--- config.mk ---
export PLATFORM = sky130hd
export DESIGN_NAME = ctrl_sequencer
export DESIGN_NICKNAME = d
export VERILOG_FILES = /design/src/rtl/ctrl_pkg.sv /design/src/rtl/ctrl_decoder.sv /design/src/rtl/ctrl_sequencer.sv
export SDC_FILE = /design/constraint.sdc
export NUM_CORES = 1
export LEC_CHECK = 0
export ABC_AREA = 1
export BUFFER_PORTS_ARGS = -buffer_cell sky130_fd_sc_hd__buf_2
export CAP_MARGIN = 30
export CORE_UTILIZATION = 45
export CTS_BUF_LIST = sky130_fd_sc_hd__clkbuf_8 sky130_fd_sc_hd__clkbuf_16
export CTS_CLUSTER_DIAMETER = 120
export DETAILED_ROUTE_END_ITERATION = 8
export PLACE_DENSITY_LB_ADDON = 0.3
export SKIP_CTS_REPAIR_TIMING = 1
export SYNTH_ARGS = -nofsm -noshare
export SYNTH_HDL_FRONTEND = slang
export SYNTH_SLANG_ARGS = --single-unit
--- constraint.sdc ---
create_clock -name clk -period 1.1 [get_ports clk]
set_input_delay 0.055 -clock clk [delete_from_list [all_inputs] [get_ports clk]]
set_output_delay 0.055 -clock clk [all_outputs]
set_load 0.03 [all_outputs]
--- src/rtl/ctrl_pkg.sv ---
// Shared definitions for the mini-CPU control sequencer: FSM state encoding,
// ALU operation encoding and the opcode values of the instruction set.
package ctrl_pkg;

    typedef enum logic [2:0] {
        ST_IDLE    = 3'd0,
        ST_FETCH   = 3'd1,
        ST_DECODE  = 3'd2,
        ST_EXECUTE = 3'd3,
        ST_HALT    = 3'd4
    } state_t;

    typedef enum logic [1:0] {
        ALU_ADD = 2'd0,
        ALU_SUB = 2'd1,
        ALU_AND = 2'd2
    } alu_op_t;

    // Opcode values as seen in the upper opcode field of a 4-bit-opcode build.
    localparam logic [3:0] OP_NOP   = 4'h0;
    localparam logic [3:0] OP_LOAD  = 4'h1;
    localparam logic [3:0] OP_ADD   = 4'h4;
    localparam logic [3:0] OP_SUB   = 4'h5;
    localparam logic [3:0] OP_STORE = 4'h6;
    localparam logic [3:0] OP_AND   = 4'h7;
    localparam logic [3:0] OP_JMP   = 4'h8;
    localparam logic [3:0] OP_JZ    = 4'h9;
    localparam logic [3:0] OP_HALT  = 4'hF;

endpackage

--- src/rtl/ctrl_decoder.sv ---
// Purely combinational opcode decoder. Turns the opcode field of the
// instruction register into the control word consumed by ctrl_sequencer.
// Any opcode not listed in ctrl_pkg is flagged as illegal; whether that traps
// or degrades to a NOP is decided by the sequencer.
module ctrl_decoder #(
    parameter int OPC_W = 4
) (
    input  logic [OPC_W-1:0] i_opcode,
    output logic             o_reg_we,
    output logic             o_alu_en,
    output logic [1:0]       o_alu_op,
    output logic             o_store_en,
    output logic             o_is_jmp,
    output logic             o_is_jz,
    output logic             o_is_halt,
    output logic             o_illegal
);
    import ctrl_pkg::*;

    // Opcode to control word; everything defaults to an inert NOP first.
    always_comb begin
        o_reg_we   = 1'b0;
        o_alu_en   = 1'b0;
        o_alu_op   = ALU_ADD;
        o_store_en = 1'b0;
        o_is_jmp   = 1'b0;
        o_is_jz    = 1'b0;
        o_is_halt  = 1'b0;
        o_illegal  = 1'b0;
        case (i_opcode)
            OPC_W'(OP_NOP): begin
            end
            OPC_W'(OP_LOAD): begin
                o_reg_we = 1'b1;
            end
            OPC_W'(OP_ADD): begin
                o_alu_en = 1'b1;
                o_alu_op = ALU_ADD;
            end
            OPC_W'(OP_SUB): begin
                o_alu_en = 1'b1;
                o_alu_op = ALU_SUB;
            end
            OPC_W'(OP_AND): begin
                o_alu_en = 1'b1;
                o_alu_op = ALU_AND;
            end
            OPC_W'(OP_STORE): begin
                o_store_en = 1'b1;
            end
            OPC_W'(OP_JMP): begin
                o_is_jmp = 1'b1;
            end
            OPC_W'(OP_JZ): begin
                o_is_jz = 1'b1;
            end
            OPC_W'(OP_HALT): begin
                o_is_halt = 1'b1;
            end
            default: begin
                o_illegal = 1'b1;
            end
        endcase
    end

endmodule

--- src/rtl/ctrl_sequencer.sv ---
// Multi-cycle instruction sequencer for the mini CPU.
// IDLE -> FETCH -> DECODE -> EXECUTE -> FETCH ... with HALT as a terminal
// state left only through reset. Owns the program counter and instruction
// register and pulses registered one-cycle strobes during EXECUTE.
// Optional feature: define CTRL_SEQ_ILLEGAL_TRAP_EN to make illegal opcodes
// trap (sticky trap + halted, no strobes, PC held); otherwise they run as NOP
// and trap stays 0.
module ctrl_sequencer #(
    parameter int PC_W   = 4,
    parameter int OPC_W  = 4,
    parameter int OPR_W  = 4,
    parameter int REG_AW = 2,
    localparam int INSTR_W = OPC_W + OPR_W
) (
    input  logic               clk,
    input  logic               rst_n,
    input  logic               run,
    input  logic [INSTR_W-1:0] instr,
    input  logic               instr_valid,
    input  logic               zero_flag,
    output logic [PC_W-1:0]    pc,
    output logic               instr_req,
    output logic               reg_we,
    output logic [REG_AW-1:0]  reg_waddr,
    output logic [1:0]         alu_op,
    output logic               alu_en,
    output logic               store_en,
    output logic               halted,
    output logic               trap
);
    import ctrl_pkg::*;

`ifdef CTRL_SEQ_ILLEGAL_TRAP_EN
    localparam bit TRAP_EN = 1'b1;
`else
    localparam bit TRAP_EN = 1'b0;
`endif

    state_t              r_state;
    state_t              w_state_next;
    logic [PC_W-1:0]     r_pc;
    logic [PC_W-1:0]     w_pc_next;
    logic [INSTR_W-1:0]  r_ir;
    logic [INSTR_W-1:0]  w_ir_next;
    logic                r_reg_we;
    logic                w_reg_we_next;
    logic                r_alu_en;
    logic                w_alu_en_next;
    logic                r_store_en;
    logic                w_store_en_next;
    logic [1:0]          r_alu_op;
    logic [1:0]          w_alu_op_next;
    logic [REG_AW-1:0]   r_reg_waddr;
    logic [REG_AW-1:0]   w_reg_waddr_next;
    logic                r_halted;
    logic                w_halted_next;
    logic                r_trap;
    logic                w_trap_next;

    logic [OPC_W-1:0]    w_opcode;
    logic [OPR_W-1:0]    w_operand;
    logic [PC_W-1:0]     w_target;
    logic                w_dec_reg_we;
    logic                w_dec_alu_en;
    logic [1:0]          w_dec_alu_op;
    logic                w_dec_store_en;
    logic                w_dec_is_jmp;
    logic                w_dec_is_jz;
    logic                w_dec_is_halt;
    logic                w_dec_illegal;
    logic                w_trap_take;

    assign w_opcode  = r_ir[INSTR_W-1 -: OPC_W];
    assign w_operand = r_ir[OPR_W-1:0];
    // Operand is zero-extended or truncated to the PC width.
    assign w_target  = PC_W'(w_operand);
    // In the default build this folds to 0 and illegal opcodes behave as NOP.
    assign w_trap_take = TRAP_EN && w_dec_illegal;

    ctrl_decoder #(
        .OPC_W (OPC_W)
    ) u_decoder (
        .i_opcode   (w_opcode),
        .o_reg_we   (w_dec_reg_we),
        .o_alu_en   (w_dec_alu_en),
        .o_alu_op   (w_dec_alu_op),
        .o_store_en (w_dec_store_en),
        .o_is_jmp   (w_dec_is_jmp),
        .o_is_jz    (w_dec_is_jz),
        .o_is_halt  (w_dec_is_halt),
        .o_illegal  (w_dec_illegal)
    );

    // Next-state, next-PC and next-output computation; strobes default low.
    always_comb begin
        w_state_next     = r_state;
        w_pc_next        = r_pc;
        w_ir_next        = r_ir;
        w_reg_we_next    = 1'b0;
        w_alu_en_next    = 1'b0;
        w_store_en_next  = 1'b0;
        w_alu_op_next    = r_alu_op;
        w_reg_waddr_next = r_reg_waddr;
        w_halted_next    = r_halted;
        w_trap_next      = r_trap;
        case (r_state)
            ST_IDLE: begin
                if (run) begin
                    w_state_next = ST_FETCH;
                end
            end
            ST_FETCH: begin
                if (instr_valid) begin
                    w_ir_next    = instr;
                    w_state_next = ST_DECODE;
                end
            end
            ST_DECODE: begin
                w_state_next = ST_EXECUTE;
                if (!w_trap_take) begin
                    w_reg_we_next    = w_dec_reg_we;
                    w_alu_en_next    = w_dec_alu_en;
                    w_store_en_next  = w_dec_store_en;
                    w_reg_waddr_next = w_operand[REG_AW-1:0];
                    if (w_dec_alu_en) begin
                        w_alu_op_next = w_dec_alu_op;
                    end
                end
            end
            ST_EXECUTE: begin
                if (w_trap_take) begin
                    w_state_next  = ST_HALT;
                    w_halted_next = 1'b1;
                    w_trap_next   = 1'b1;
                end else if (w_dec_is_halt) begin
                    w_state_next  = ST_HALT;
                    w_halted_next = 1'b1;
                end else begin
                    w_state_next = ST_FETCH;
                    if (w_dec_is_jmp || (w_dec_is_jz && zero_flag)) begin
                        w_pc_next = w_target;
                    end else begin
                        w_pc_next = r_pc + PC_W'(1);
                    end
                end
            end
            ST_HALT: begin
                w_state_next = ST_HALT;
            end
            default: begin
                w_state_next = ST_IDLE;
            end
        endcase
    end

    // FSM state register.
    always_ff @(posedge clk or negedge rst_n) begin
        if (!rst_n) begin
            r_state <= ST_IDLE;
        end else begin
            r_state <= w_state_next;
        end
    end

    // PC, IR, strobe and status registers; reset clears strobes at once.
    always_ff @(posedge clk or negedge rst_n) begin
        if (!rst_n) begin
            r_pc        <= '0;
            r_ir        <= '0;
            r_reg_we    <= 1'b0;
            r_alu_en    <= 1'b0;
            r_store_en  <= 1'b0;
            r_alu_op    <= ALU_ADD;
            r_reg_waddr <= '0;
            r_halted    <= 1'b0;
            r_trap      <= 1'b0;
        end else begin
            r_pc        <= w_pc_next;
            r_ir        <= w_ir_next;
            r_reg_we    <= w_reg_we_next;
            r_alu_en    <= w_alu_en_next;
            r_store_en  <= w_store_en_next;
            r_alu_op    <= w_alu_op_next;
            r_reg_waddr <= w_reg_waddr_next;
            r_halted    <= w_halted_next;
            r_trap      <= w_trap_next;
        end
    end

    assign pc        = r_pc;
    assign instr_req = (r_state == ST_FETCH);
    assign reg_we    = r_reg_we;
    assign alu_en    = r_alu_en;
    assign store_en  = r_store_en;
    assign alu_op    = r_alu_op;
    assign reg_waddr = r_reg_waddr;
    assign halted    = r_halted;
    assign trap      = r_trap;

endmodule

==> results.toml <==
[status]
status = "finished, violations left"
violations = "setup timing"

[yosys]
synthCells = 131
synthTopCellsByArea = "dfrtp_1 52%, nand2_1 11%, nand3_1 4.9%, a21oi_2 4.7%, nor2_1 4.4%"
ys.warnings.count = 0
avgSynthCellArea_um2 = 8.53
synth_top_cell_area_share_pct = 51.5
synth_top_area_cell = "dfrtp_1"
ys_ff_latch = 23
ys_seq_area_share_pct = 51.5
syn_nets = 145
synth_area_um2 = 1120
synth.distinct_cells = 25

[setup_path]
rr_startpoint = "r_ir[4]"
cp-end-kind = "primary output"
slowest_stage = "dfrtp_1"
worstPathArrival_ns = 1.21
cp_max_fo = 4
cp_common_cell = "buf_6"
required_ns = 1.04
crit_type = "reg2out"
start_kind = "flop"
crit_family = "flip-flops"
crit_path_max_incr_delay_ns = 0.41
crit_start = "r_state[2]"
crit_buf_inv = 3
crit_chain = "inv_2, nand2_2, nor2_4, buf_6, buf_6"

[timing]
fmax_mhz = 791
setup_ws_ns = -0.163
max_slew.worst_pin.slew_ns = 0.521
rsz0062_at_grt = "yes"
hold_viol_final = 0
fin_crit_sh_pct = 115
slew_headroom_pct = 65.3
fin_skew_ns = 0.0166
finalSetupViolations = 18
layout_min_cycle_time_ns = 1.26
maxSlewViolCount = 0

[floorplan]
core-area_um2 = 2280
die_y_um = 51.8
num_rows = 17
io_pins = 27
die_area_um2 = 2690
start_util_pct = 49.1
die_w_um = 51.8

[route]
drt-initial-drc-count = 31
ant_nets = 0
drc = 0
vias = 1051
viasPerCell = 5.13
route.final.wire_length_um = 2750
post_drt_wl_per_cell_um = 13.4
first_pass_iters = 4

[cts]
clock_sinks = 23
numCtsBuffers = 3
cts_buffer_depth = 2
root_buffer = "clkbuf_8"
clock_latency_ns = 0.28
clk_pin_slew_ns = 0.09
htreeDepth = 1
cts_tree = "built"

[placed_design]
dpl.hpwl_um = 1860
placed_area_um2 = 1360
pre_cts_ws_ns = -0.0794
io_buffer_count = 25
place_congestion = 0.754

[hold_path]
hp-class = "in2reg"
hp-start = "instr[4]"

[grt]
grt_pass1_vias = 985
antenna_found_initial = 0
grt_pass1_wl_um = 4110
grtUsageTotal_pct = 21.5
grt_max_degree = 24
grt_overflow_total = 0

[final_layout]
nNetsFinal = 192
layout-drive-gt1-share_pct = 51.4
utilization_pct = 69.7
design_area_um2 = 1590
area_growth_pct = 41.9
diodes = 0

[job]
drv_cap = 0

[power]
p_leak_nw = 0.814
power_mw = 4.79
ir_worst_vdd_mv = 1.81
p_per_area_nw_per_um2 = 3020
## worst paths after layout
path,cells past startpoint,slack (ns),to
max in group asynchronous,2,0.43,pc[0]
setup / recovery,5,-0.16,instr_req
setup reg to reg,5,-0.12,alu_en
hold reg to reg,2,0.47,halted
min in group asynchronous,2,0.28,r_state[2]
hold / removal,3,0.004,r_ir[4]
## cell usage after synthesis
| library cell | count |
|---|---|
| or2_2 | 1 |
| o31ai_1 | 1 |
| ha_1 | 1 |
| xnor2_1 | 1 |
| o21ai_1 | 2 |
| nand2_1 | 33 |
| nand4_1 | 5 |
| conb_1 | 1 |
| nor2_4 | 1 |
| inv_2 | 4 |
| o21ai_2 | 1 |
| nand3_1 | 11 |
| buf_2 | 1 |
| o21ai_0 | 3 |
| nor4_1 | 2 |
| nor2_1 | 13 |
| buf_6 | 1 |
| buf_4 | 1 |
| inv_1 | 12 |
| dfrtp_1 | 23 |
| a21oi_1 | 1 |
| a21oi_2 | 6 |
| nor2_2 | 2 |
| nand3_2 | 2 |
| nand2_2 | 2 |
## flip-flops by register name, indices dropped and copies added, names as in the netlist
name / flops
r_ir: 8
alu_op: 2
pc: 4
store_en: 1
r_state: 3
alu_en: 1
reg_waddr: 2
reg_we: 1
halted: 1
## final cells by class
type                            instances  area [µm²]
Fill cell                             179         691
Sequential cell                        23         582
Inverter                               16        60.1
Multi-Input combinational cell         89         557
Clock buffer                            3        41.3
Tap cell                               28        35.0
Clock inverter                          1        7.51
Timing Repair Buffer                   45         303
## stage by stage
step / hold WS [ns] / instances / TNS, ns
floorplan: -0.241 / 131 / -1.10
global placement: 0.0437 / 194 / -0.135
detailed placement: 0.0518 / 194 / -0.679
CTS: -0.251 / 198 / -1.19
global route: 0.00535 / 205 / -2.24
finish: 0.00378 / 205 / -1.18
## cell usage in the layout, fill, tap and decap left out, drive strengths merged
cell type    count
buf             44
o31ai            1
xnor2            1
nand4            5
inv             16
a21oi            7
nor4             2
clkbuf           3
ha               1
clkinvlp         1
conb             1
or2              1
nand3           13
dlygate4sd3      1
o21ai            6
nand2           35
nor2            16
dfrtp           23
## kinds of logic after synthesis
family	count (synthesis)	share of synthesized area [%]
buffers and inverters	19	7.50
AND/OR/NAND/NOR	72	29.9
AO/OA/AOI/OAI	14	8.85
other	1	0.336
flip-flops	23	51.5
adder cells (fa/ha/maj)	1	1.12
XOR/XNOR	1	0.784
## worst reg2reg max path, cell delays in order, from the launching register on
cell and delay [ns]:
dfrtp_1 0.45, buf_4 0.17, or2_4 0.26, nand3_4 0.11
buf_6 0.10, inv_1 0.03
## layer usage
metal  track usage (%)  wire length (µm)
met5                 0                 0
met4              12.2                83
met3              3.80               106
met2              36.1              1390
met1              25.6              1170
## power by group
part	switching [mW]	internal (mW)	total, mW	leakage [nW]
Combinational	1.63	1.09	2.72	0.515
Clock	0.287	0.257	0.544	0.0217
Sequential	0.311	1.21	1.52	0.278
Total	2.23	2.56	4.79	0.814
No activity file was read; power rests on OpenSTA's default activity.
